[src/rtl/fc_neuron_mac_pkg.sv]
// fc_neuron_mac_pkg: shared defaults, FSM state type and result-shaping helpers for the neuron MAC.
package fc_neuron_mac_pkg;
    localparam int DATA_W_DEF = 16;
    localparam int FRAC_W_DEF = 8;

    typedef enum logic [1:0] {IDLE, ACCUM, FINISH} state_t;

    function automatic int bias_addr(input int n_inputs);
        return n_inputs;
    endfunction

    // Clamp to the signed dw-bit range, then optionally zero negatives.
    function automatic logic signed [63:0] sat_relu(input logic signed [63:0] v, input int dw, input bit relu);
        logic signed [63:0] hi;
        logic signed [63:0] lo;
        logic signed [63:0] r;
        hi = (64'sd1 <<< (dw - 1)) - 64'sd1;
        lo = -(64'sd1 <<< (dw - 1));
        r = (v > hi) ? hi : (v < lo) ? lo : v;
        return (relu && r < 0) ? 64'sd0 : r;
    endfunction
endpackage

[src/rtl/fc_weight_regfile.sv]
// fc_weight_regfile: N_INPUTS weights plus bias, writable only while idle.
// Weights are copied to a shadow set when an evaluation starts, so a same-edge write cannot leak into it.
module fc_weight_regfile
    import fc_neuron_mac_pkg::*;
#(
    parameter int N_INPUTS = 2,
    parameter int DATA_W   = DATA_W_DEF,
    parameter int IDX_W    = 2
) (
    input  logic              clk,
    input  logic              reset,
    input  logic              i_we,
    input  logic [15:0]       i_addr,
    input  logic [DATA_W-1:0] i_wdata,
    input  logic              i_busy,
    input  logic              i_snap,
    input  logic [IDX_W-1:0]  i_rd_idx,
    output logic [DATA_W-1:0] o_rd_data,
    output logic [DATA_W-1:0] o_bias
);
    logic [DATA_W-1:0] r_w [N_INPUTS+1];
    logic [DATA_W-1:0] r_shadow [N_INPUTS];
    logic              w_we;

    assign w_we = i_we & ~i_busy;

    always_ff @(posedge clk) begin
        if (!reset) begin
            for (int i = 0; i <= N_INPUTS; i++) r_w[i] <= '0;
            for (int i = 0; i < N_INPUTS; i++) r_shadow[i] <= '0;
        end else begin
            for (int i = 0; i <= bias_addr(N_INPUTS); i++)
                if (w_we && i_addr == 16'(i)) r_w[i] <= i_wdata;
            if (i_snap)
                for (int i = 0; i < N_INPUTS; i++) r_shadow[i] <= r_w[i];
        end
    end

    always_comb begin
        o_rd_data = '0;
        for (int i = 0; i < N_INPUTS; i++)
            if (i_rd_idx == IDX_W'(i)) o_rd_data = r_shadow[i];
    end

    assign o_bias = r_w[N_INPUTS];
endmodule

[src/rtl/fc_neuron_mac.sv]
// fc_neuron_mac: sequential fully-connected neuron, one signed MAC per cycle,
// bias-seeded accumulator, floor shift, saturation and optional ReLU.
module fc_neuron_mac
    import fc_neuron_mac_pkg::*;
#(
    parameter int N_INPUTS = 2,
    parameter int DATA_W   = DATA_W_DEF,
    parameter int FRAC_W   = FRAC_W_DEF,
    parameter bit RELU_EN  = 1'b1
) (
    input  logic                       clk,
    input  logic                       reset,
    input  logic [N_INPUTS*DATA_W-1:0] in_values,
    input  logic                       w_load_en,
    input  logic [15:0]                w_load_address,
    input  logic [DATA_W-1:0]          w_load_value,
    input  logic                       start,
    output logic                       busy,
    output logic                       done,
    output logic [DATA_W-1:0]          result
);
    localparam int IDX_W = $clog2(N_INPUTS + 1);
    localparam int ACC_W = 2 * DATA_W + $clog2(N_INPUTS + 1) + 1;

    state_t                     r_state;
    state_t                     w_next;
    logic [N_INPUTS*DATA_W-1:0] r_snap;
    logic signed [ACC_W-1:0]    r_acc;
    logic [IDX_W-1:0]           r_idx;
    logic [DATA_W-1:0]          r_result;
    logic                       r_done;
    logic                       w_go;
    logic                       w_last;
    logic [DATA_W-1:0]          w_wt;
    logic signed [DATA_W-1:0]   w_bias;
    logic signed [DATA_W-1:0]   w_x;
    logic signed [2*DATA_W-1:0] w_prod;
    logic signed [ACC_W-1:0]    w_shift;

    fc_weight_regfile #(
        .N_INPUTS(N_INPUTS),
        .DATA_W  (DATA_W),
        .IDX_W   (IDX_W)
    ) u_regfile (
        .clk      (clk),
        .reset    (reset),
        .i_we     (w_load_en),
        .i_addr   (w_load_address),
        .i_wdata  (w_load_value),
        .i_busy   (busy),
        .i_snap   (w_go),
        .i_rd_idx (r_idx),
        .o_rd_data(w_wt),
        .o_bias   (w_bias)
    );

    assign w_go    = (r_state == IDLE) && start;
    assign w_last  = r_idx == IDX_W'(N_INPUTS - 1);
    assign w_x     = r_snap[r_idx*DATA_W +: DATA_W];
    assign w_prod  = w_x * $signed(w_wt);
    assign w_shift = r_acc >>> FRAC_W;

    always_ff @(posedge clk) begin
        r_state <= !reset ? IDLE : w_next;
    end

    always_comb begin
        w_next = (r_state == IDLE)  ? (start ? ACCUM : IDLE) :
                 (r_state == ACCUM) ? (w_last ? FINISH : ACCUM) : IDLE;
    end

    always_comb begin
        busy = r_state != IDLE;
    end

    always_ff @(posedge clk) begin
        if (!reset) begin
            r_snap   <= '0;
            r_acc    <= '0;
            r_idx    <= '0;
            r_result <= '0;
            r_done   <= 1'b0;
        end else begin
            r_done <= r_state == FINISH;
            if (w_go) begin
                r_snap <= in_values;
                r_acc  <= ACC_W'(w_bias) <<< FRAC_W;
                r_idx  <= '0;
            end else if (r_state == ACCUM) begin
                r_acc <= r_acc + ACC_W'(w_prod);
                r_idx <= r_idx + IDX_W'(1);
            end else if (r_state == FINISH) begin
                r_result <= DATA_W'(sat_relu(64'(w_shift), DATA_W, RELU_EN));
            end
        end
    end

    assign done   = r_done;
    assign result = r_result;
endmodule

[config.mk]
export PLATFORM = sky130hd
export DESIGN_NAME = fc_neuron_mac
export DESIGN_NICKNAME = d
export VERILOG_FILES = /design/src/rtl/fc_neuron_mac_pkg.sv /design/src/rtl/fc_weight_regfile.sv /design/src/rtl/fc_neuron_mac.sv
export SDC_FILE = /design/constraint.sdc
export NUM_CORES = 1
export LEC_CHECK = 0
export ABC_AREA = 1
export CORE_MARGIN = 1
export CORE_UTILIZATION = 30
export CTS_CLUSTER_DIAMETER = 100
export DETAILED_ROUTE_END_ITERATION = 16
export DONT_BUFFER_PORTS = 1
export GPL_TIMING_DRIVEN = 0
export PLACE_DENSITY = 0.47
export SYNTH_ARGS = -nofsm -noshare
export SYNTH_HDL_FRONTEND = slang
export SYNTH_SLANG_ARGS = --single-unit
[constraint.sdc]
create_clock -name clk -period 7.1 [get_ports clk]
set_clock_uncertainty 0.2 [all_clocks]
set_input_delay 1.42 -clock clk [delete_from_list [all_inputs] [get_ports clk]]
set_output_delay 1.42 -clock clk [all_outputs]
set_load 0.02 [all_outputs]
==> results of run 1 <==
-- power breakdown --
part,internal (uW),switching [uW],total [uW]
clock,470,475,945
combinational,2860,4590,7440
sequential,1120,131,1250
-- state kept, by name, summed over array words and instances (netlist names) --
name,flops
r_idx,2
result,16
r_state,2
done,1
r_acc,35
u_regfile.r_shadow,32
r_snap,32
u_regfile.r_w,48
-- critical path, delay by kind of cell, from the launching register on --
| family | cells | cell delay (ns) |
|---|---|---|
| AND/OR/NAND/NOR | 11 | 1.10 |
| buffers and inverters | 14 | 1.44 |
| adder cells (fa/ha/maj) | 8 | 3.60 |
| flip-flops | 1 | 0.33 |
| AO/OA/AOI/OAI | 1 | 0.04 |
-- final cells by class --
type / count / area (sq um) / area share, %
plain buffers: 57 / 362 / 1.69
clock buffers: 17 / 425 / 1.98
clock inverters: 15 / 150 / 0.700
inverters: 537 / 2050 / 9.54
multi-input cells: 1369 / 12700 / 59.3
flip-flops and latches: 168 / 4170 / 19.4
well taps: 782 / 978 / 4.56
repair buffers: 62 / 597 / 2.78
-- metal layers --
| layer | track usage (%) | share of wire [%] |
|---|---|---|
| met3 | 4.01 | 6.1 |
| met4 | 4.32 | 2.3 |
| met1 | 25.8 | 46 |
| met5 | 0 | 0 |
| met2 | 29.9 | 46 |
-- Yosys cell counts (4+ instances only) --
cell type / n / share of area (%)
a21o_1: 5 / 0.20
a21oi_1: 55 / 1.5
a22o_1: 31 / 1.5
a22oi_1: 7 / 0.28
a22oi_2: 8 / 0.54
a32oi_1: 9 / 0.42
buf_1: 4 / 0.081
buf_2: 26 / 0.70
buf_4: 6 / 0.24
clkbuf_1: 19 / 0.38
clkinv_1: 5 / 0.10
dfxtp_1: 88 / 9.5
edfxtp_1: 80 / 13
fa_1: 310 / 33
ha_1: 107 / 7.2
inv_1: 526 / 11
inv_2: 4 / 0.081
nand2_1: 371 / 7.5
nand2_2: 4 / 0.13
nand3_1: 42 / 1.1
nand3b_1: 4 / 0.16
nand4_1: 10 / 0.34
nor2_1: 265 / 5.3
nor2_2: 12 / 0.40
nor3_1: 5 / 0.13
nor3_2: 6 / 0.32
nor3_4: 9 / 0.79
nor4_1: 6 / 0.20
o211ai_1: 6 / 0.24
o21ai_0: 37 / 0.99
o21ai_1: 4 / 0.11
o21bai_1: 10 / 0.40
o31ai_1: 6 / 0.24
xnor2_1: 10 / 0.47
xor2_1: 6 / 0.28
-- stage by stage --
stage | util (%) | power [uW] | area (sq um) | setup slack [ns] | instances
4_1_cts | 34.3 | 8800 | 20800 | 0.00888 | 2987
3_3_place_gp | 32.2 | 7420 | 19600 | -1.40 | 2915
5_1_grt | 35.3 | 10600 | 21400 | -0.0111 | 3007
2_1_floorplan | - | 5570 | 18600 | 0.446 | 2133
6_report | 35.3 | 9640 | 21400 | 0.239 | 3007
3_5_place_dp | 32.3 | 7390 | 19700 | -1.37 | 2918
-- cell families after synthesis --
logic type               after synthesis  synth area share [%]
AND/OR/NAND/NOR                      747                  17.0
XOR/XNOR                              16                 0.752
adder cells (fa/ha/maj)              417                  40.5
AO/OA/AOI/OAI                        189                  6.87
flip-flops                           168                  22.4
buffers and inverters                596                  12.5
-- path summary, 6_finish.rpt --
kind	start	end	slack (ns)	depth (start not counted)
worst min register to register	u_regfile.r_w[0][37]$_DFFE_PP_	r_acc[13]$_SDFFE_PN0P_	0.26	2
worst min-delay path	u_regfile.r_w[0][37]$_DFFE_PP_	r_acc[13]$_SDFFE_PN0P_	0.26	2
worst max register to register	r_idx[1]$_SDFFE_PP0P_	r_acc[29]$_SDFFE_PN0P_	0.24	34
worst max-delay path	r_idx[1]$_SDFFE_PP0P_	r_acc[29]$_SDFFE_PN0P_	0.24	34
-- what timing repair did --
| action | CTS | global route |
|---|---|---|
| endpoints found under the setup margin | 26 | 22 |
| buffers inserted | 38 | 21 |
| resized for setup | 69 | 113 |
| pin swaps | 24 | 32 |
==> flow_summary.yaml, run 1 <==
grt:
  grt_pass1_vias: 14721
  antenna_found_initial: 0
  grt_pass1_wl_mm: 88.2
  grt_usage_pct: 18.7
  gr-total-overflow: 0
  grt_max_degree: 42
floorplanning:
  io-pin-count: 86
  start_util_pct: 30.6
  die_area_sq_mm: 0.0631
  die_x_um: 251
  num_rows: 90
  fp.coreArea_sq_mm: 0.0608
  chipHeight_um: 251
final_layout:
  layout_commonest_cell: "inv_1"
  n_antenna_cell: 0
  drive_gt1_share_pct: 14.1
  fill_cells: 6295
  synthToLayoutAreaGrowth_pct: 15.1
  fin_nets: 2697
  layout_common_cells: "inv_1, nand2_1, fa_1"
cts:
  tritoncts: "done"
  cts.sinks: 168
  ctsHtreeMaxLevel: 4
  clockBufferDepth: 2
  clk_pin_slew_ns: 0.07
  clock_latency_ns: 0.45
  cts_buffers: 17
  cts_root_buffer: "clkbuf_16"
  cts_hold_buffers: 0
critical_path:
  critPathSlowestCell: "fa_2"
  cp_max_fo: 8
  critPathArrivalTime_ns: 7.01
  cp_common_cell: "nand2_1"
  startpoint_type: "flip-flop"
  critical_path_class: "flip-flop to flip-flop"
  cp-end-kind: "flip-flop"
  cpPeakStageDelay_ns: 0.62
  cp_data_required_time_ns: 7.25
synthesis:
  ys_types: 52
  synth_edf_count: 80
  yosys_most_used_dff: "dfxtp_1"
  synth_seq_cells: 168
  synth_cells: 2133
  syn_area_sq_mm: 0.0186
  synth.avg_cell_area_sq_um: 8.73
  ys_warn_count: 0
  syn-num-nets: 2618
  synthArstFlopShare_pct: 0
  seq_area_frac_synth_pct: 22.4
placement:
  dp_hpwl_mm: 47.3
  portBuffers: 0
  gp_congestion: 0.916
outcome:
  status: "finished, final reports clean"
power_and_ir_drop:
  ir_worst_vdd_mv: 0.349
  leakagePower_uw: 0.0104
  power_density_mw_per_mm2: 449
run:
  max-cap-violations: 0
timing:
  finalCritPeriodShare_pct: 96.6
  fmax_ghz: 0.146
  finalSetupViolCount: 0
  tightest_slew_ns: 0.938
  fin_tns_setup_ns: 0
  relSlewSlack_pct: 37.5
  hold_violations: 0
  layout_min_cycle_time_ns: 6.86
  holdWs_ns: 0.262
  slew_violations: 0
detailed_routing:
  ant_nets: 0
  routedWlPerCell_um: 18.9
  dr.pass1.iters: 5
  drt_iter0_drc: 830
  routed_wl_mm: 56.9
  vias: 13842
  drc_errors: 0
  via_per_inst: 4.60
worst_hold_path:
  hp-class: "flip-flop to flip-flop"
Note: power is estimated with default switching activity, not from simulation.
==> run 2, diff against run 1 <==
--- a/config.mk
+++ b/config.mk
@@ -12,7 +12,8 @@
 export DETAILED_ROUTE_END_ITERATION = 16
 export DONT_BUFFER_PORTS = 1
 export GPL_TIMING_DRIVEN = 0
-export PLACE_DENSITY = 0.47
+export HOLD_SLACK_MARGIN = 0.12
+export PLACE_DENSITY = 0.46
 export SYNTH_ARGS = -nofsm -noshare
 export SYNTH_HDL_FRONTEND = slang
 export SYNTH_SLANG_ARGS = --single-unit
==> constraint.sdc (replaced) <==
create_clock -name clk -period 6.35 [get_ports clk]
set_clock_uncertainty 0.2 [all_clocks]
set_input_delay 1.27 -clock clk [delete_from_list [all_inputs] [get_ports clk]]
set_output_delay 1.27 -clock clk [all_outputs]
set_load 0.02 [all_outputs]
==> flow_summary.yaml, run 2 (synthesis results as in run 1) <==
outcome:
  status: "finished, violations left"
  violations: "setup timing"
floorplanning:
  die_area_sq_mm: 0.0631
  start_util_pct: 30.6
  io-pin-count: 86
  fp.coreArea_sq_mm: 0.0608
  chipHeight_um: 251
  num_rows: 90
  die_x_um: 251
final_layout:
  reg_top3: "u_regfile.r_w x48, r_acc x35"
  layout_commonest_cell: "inv_1"
  drive_gt1_share_pct: 25.9
  fin_nets: 2783
  final_util_pct: 38.8
  synthToLayoutAreaGrowth_pct: 26.6
  regMostFlops: "u_regfile.r_w"
  instances_no_fill: 3093
  fill_cells: 6130
  layout_common_cells: "inv_1, nand2_1, fa_1"
  largest_reg_flops: 48
  n_antenna_cell: 0
detailed_routing:
  drt_iter0_drc: 860
  dr.pass1.iters: 5
  wl_met3_mm: 3.66
  routedWlPerCell_um: 19.4
  routed_wl_mm: 59.9
  via_per_inst: 4.69
  wl_met1_mm: 27.0
  vias: 14519
  drc_errors: 0
  routed.top_layer: "met4"
  ant_nets: 0
  wl_met2_mm: 27.4
placement:
  dp_hpwl_mm: 47.7
  gp_congestion: 0.920
  portBuffers: 0
  placedCellCount: 2918
cts:
  cts_root_buffer: "clkbuf_16"
  cts.sinks: 168
  clockBufferDepth: 2
  clk_pin_slew_ns: 0.07
  ctsHtreeMaxLevel: 4
  clock_latency_ns: 0.45
  cts_buffers: 17
  tritoncts: "done"
critical_path:
  critPathSlowestCell: "fa_2"
  critPathArrivalTime_ns: 6.88
  cp_common_cell: "fa_1"
  r2r-end: "r_acc[29]$_SDFFE_PN0P_"
  r2r_setup_slack_ns: -0.38
  reg2reg_from: "r_idx[0]$_SDFFE_PP0P_"
  cp_max_fo: 7
  cpPeakStageDelay_ns: 0.64
  startpoint_type: "flip-flop"
  crit_family: "adder cells"
  cp-end-kind: "flip-flop"
  cp_data_required_time_ns: 6.50
  reg2reg_depth: 34
  critical_path_buf_inv_count: 14
  critical_path_class: "flip-flop to flip-flop"
timing:
  finalCritPeriodShare_pct: 106
  finalSetupViolCount: 22
  layout_min_cycle_time_ns: 6.73
  hold_violations: 0
  setup_slack_ns: -0.377
  relSlewSlack_pct: 38.9
  fin_tns_setup_ns: -6.05
  fmax_ghz: 0.149
  rsz0062_at_grt: "yes"
  tightest_slew_ns: 0.917
  slew_violations: 0
worst_hold_path:
  hp-class: "flip-flop to flip-flop"
  holdPathStages: 2
  hp-start: "r_acc[2]$_SDFFE_PP0P_"
  min_to: "r_acc[2]$_SDFFE_PP0P_"
run:
  max-cap-violations: 0
grt:
  antenna_found_initial: 0
  grt_max_degree: 42
  grt_pass1_vias: 15414
  gr-total-overflow: 0
  grt_usage_pct: 19.6
  grt_pass1_wl_mm: 92.7
## run 2: cell types whose count changed in the layout (fill, tap and decap cells not counted), sizes merged
cell,before,now
clkinv,9,10
buf,99,183
bufinv,0,2
inv,538,535
bufbuf,0,1
clkbuf,37,38
## run 2: worst register-to-register path: cells and delay by family (launching register included)
| family | cells | cell delay [ns] |
|---|---|---|
| adders and majority gates | 8 | 3.62 |
| DFF | 1 | 0.35 |
| buffers and inverters | 14 | 1.41 |
| and+or+nand+nor | 10 | 0.69 |
| AOI/OAI and AO/OA | 2 | 0.37 |
## run 2: through the flow
stage	hold slack, ns	cell area, sq um	setup WS, ns
floorplan	0.223	18700	0.000833
CTS	0.272	22600	-0.466
detailed placement	0.256	19700	-2.10
global placement	0.254	19700	-2.14
global route	0.291	23600	-0.604
finish	0.272	23600	-0.377
## run 2: layout make-up
type                            instances  area [sq um]  area share, %
Buffer                                 58           440           1.87
Timing Repair Buffer                  147          1500           6.38
Clock inverter                         15           200          0.849
Clock buffer                           17           425           1.80
Sequential cell                       168          4170           17.7
Tap cell                              782           978           4.15
Inverter                              537          2090           8.88
Multi-Input combinational cell       1369         13800           58.4
## run 2: routing by layer
metal  global-route usage, %  vias up
met5                       0        -
met4                    7.25        0
met1                    26.8     7299
met3                    3.76       81
li1                        -     6749
met2                    30.8      390
## run 2: how the worst max path moves through the flow
stage	start	endpoint	slack [ns]	depth (start not counted)
5_1_grt	r_idx[0]$_SDFFE_PP0P_	r_acc[29]$_SDFFE_PN0P_	-0.60	34
6_report	r_idx[0]$_SDFFE_PP0P_	r_acc[29]$_SDFFE_PN0P_	-0.38	34
2_1_floorplan	r_idx[0]$_SDFFE_PP0P_	r_acc[30]$_SDFFE_PN0P_	0.0008	29
3_3_place_gp	r_idx[0]$_SDFFE_PP0P_	r_acc[29]$_SDFFE_PN0P_	-2.14	31
4_1_cts	r_idx[0]$_SDFFE_PP0P_	r_acc[30]$_SDFFE_PN0P_	-0.47	34
3_5_place_dp	r_idx[0]$_SDFFE_PP0P_	r_acc[33]$_SDFFE_PN0P_	-2.10	30
## run 2: timing repair
item,in CTS,in global routing
buffers inserted,107,35
setup endpoints to repair,27,27
pin swaps,142,139
cloned,2,2
hold buffers,0,0
resized for setup,333,189
Power of run 2 is left out: the tool's default activity adds up to more than one toggle a clock period on the data nets, which glitch-free logic cannot reach.
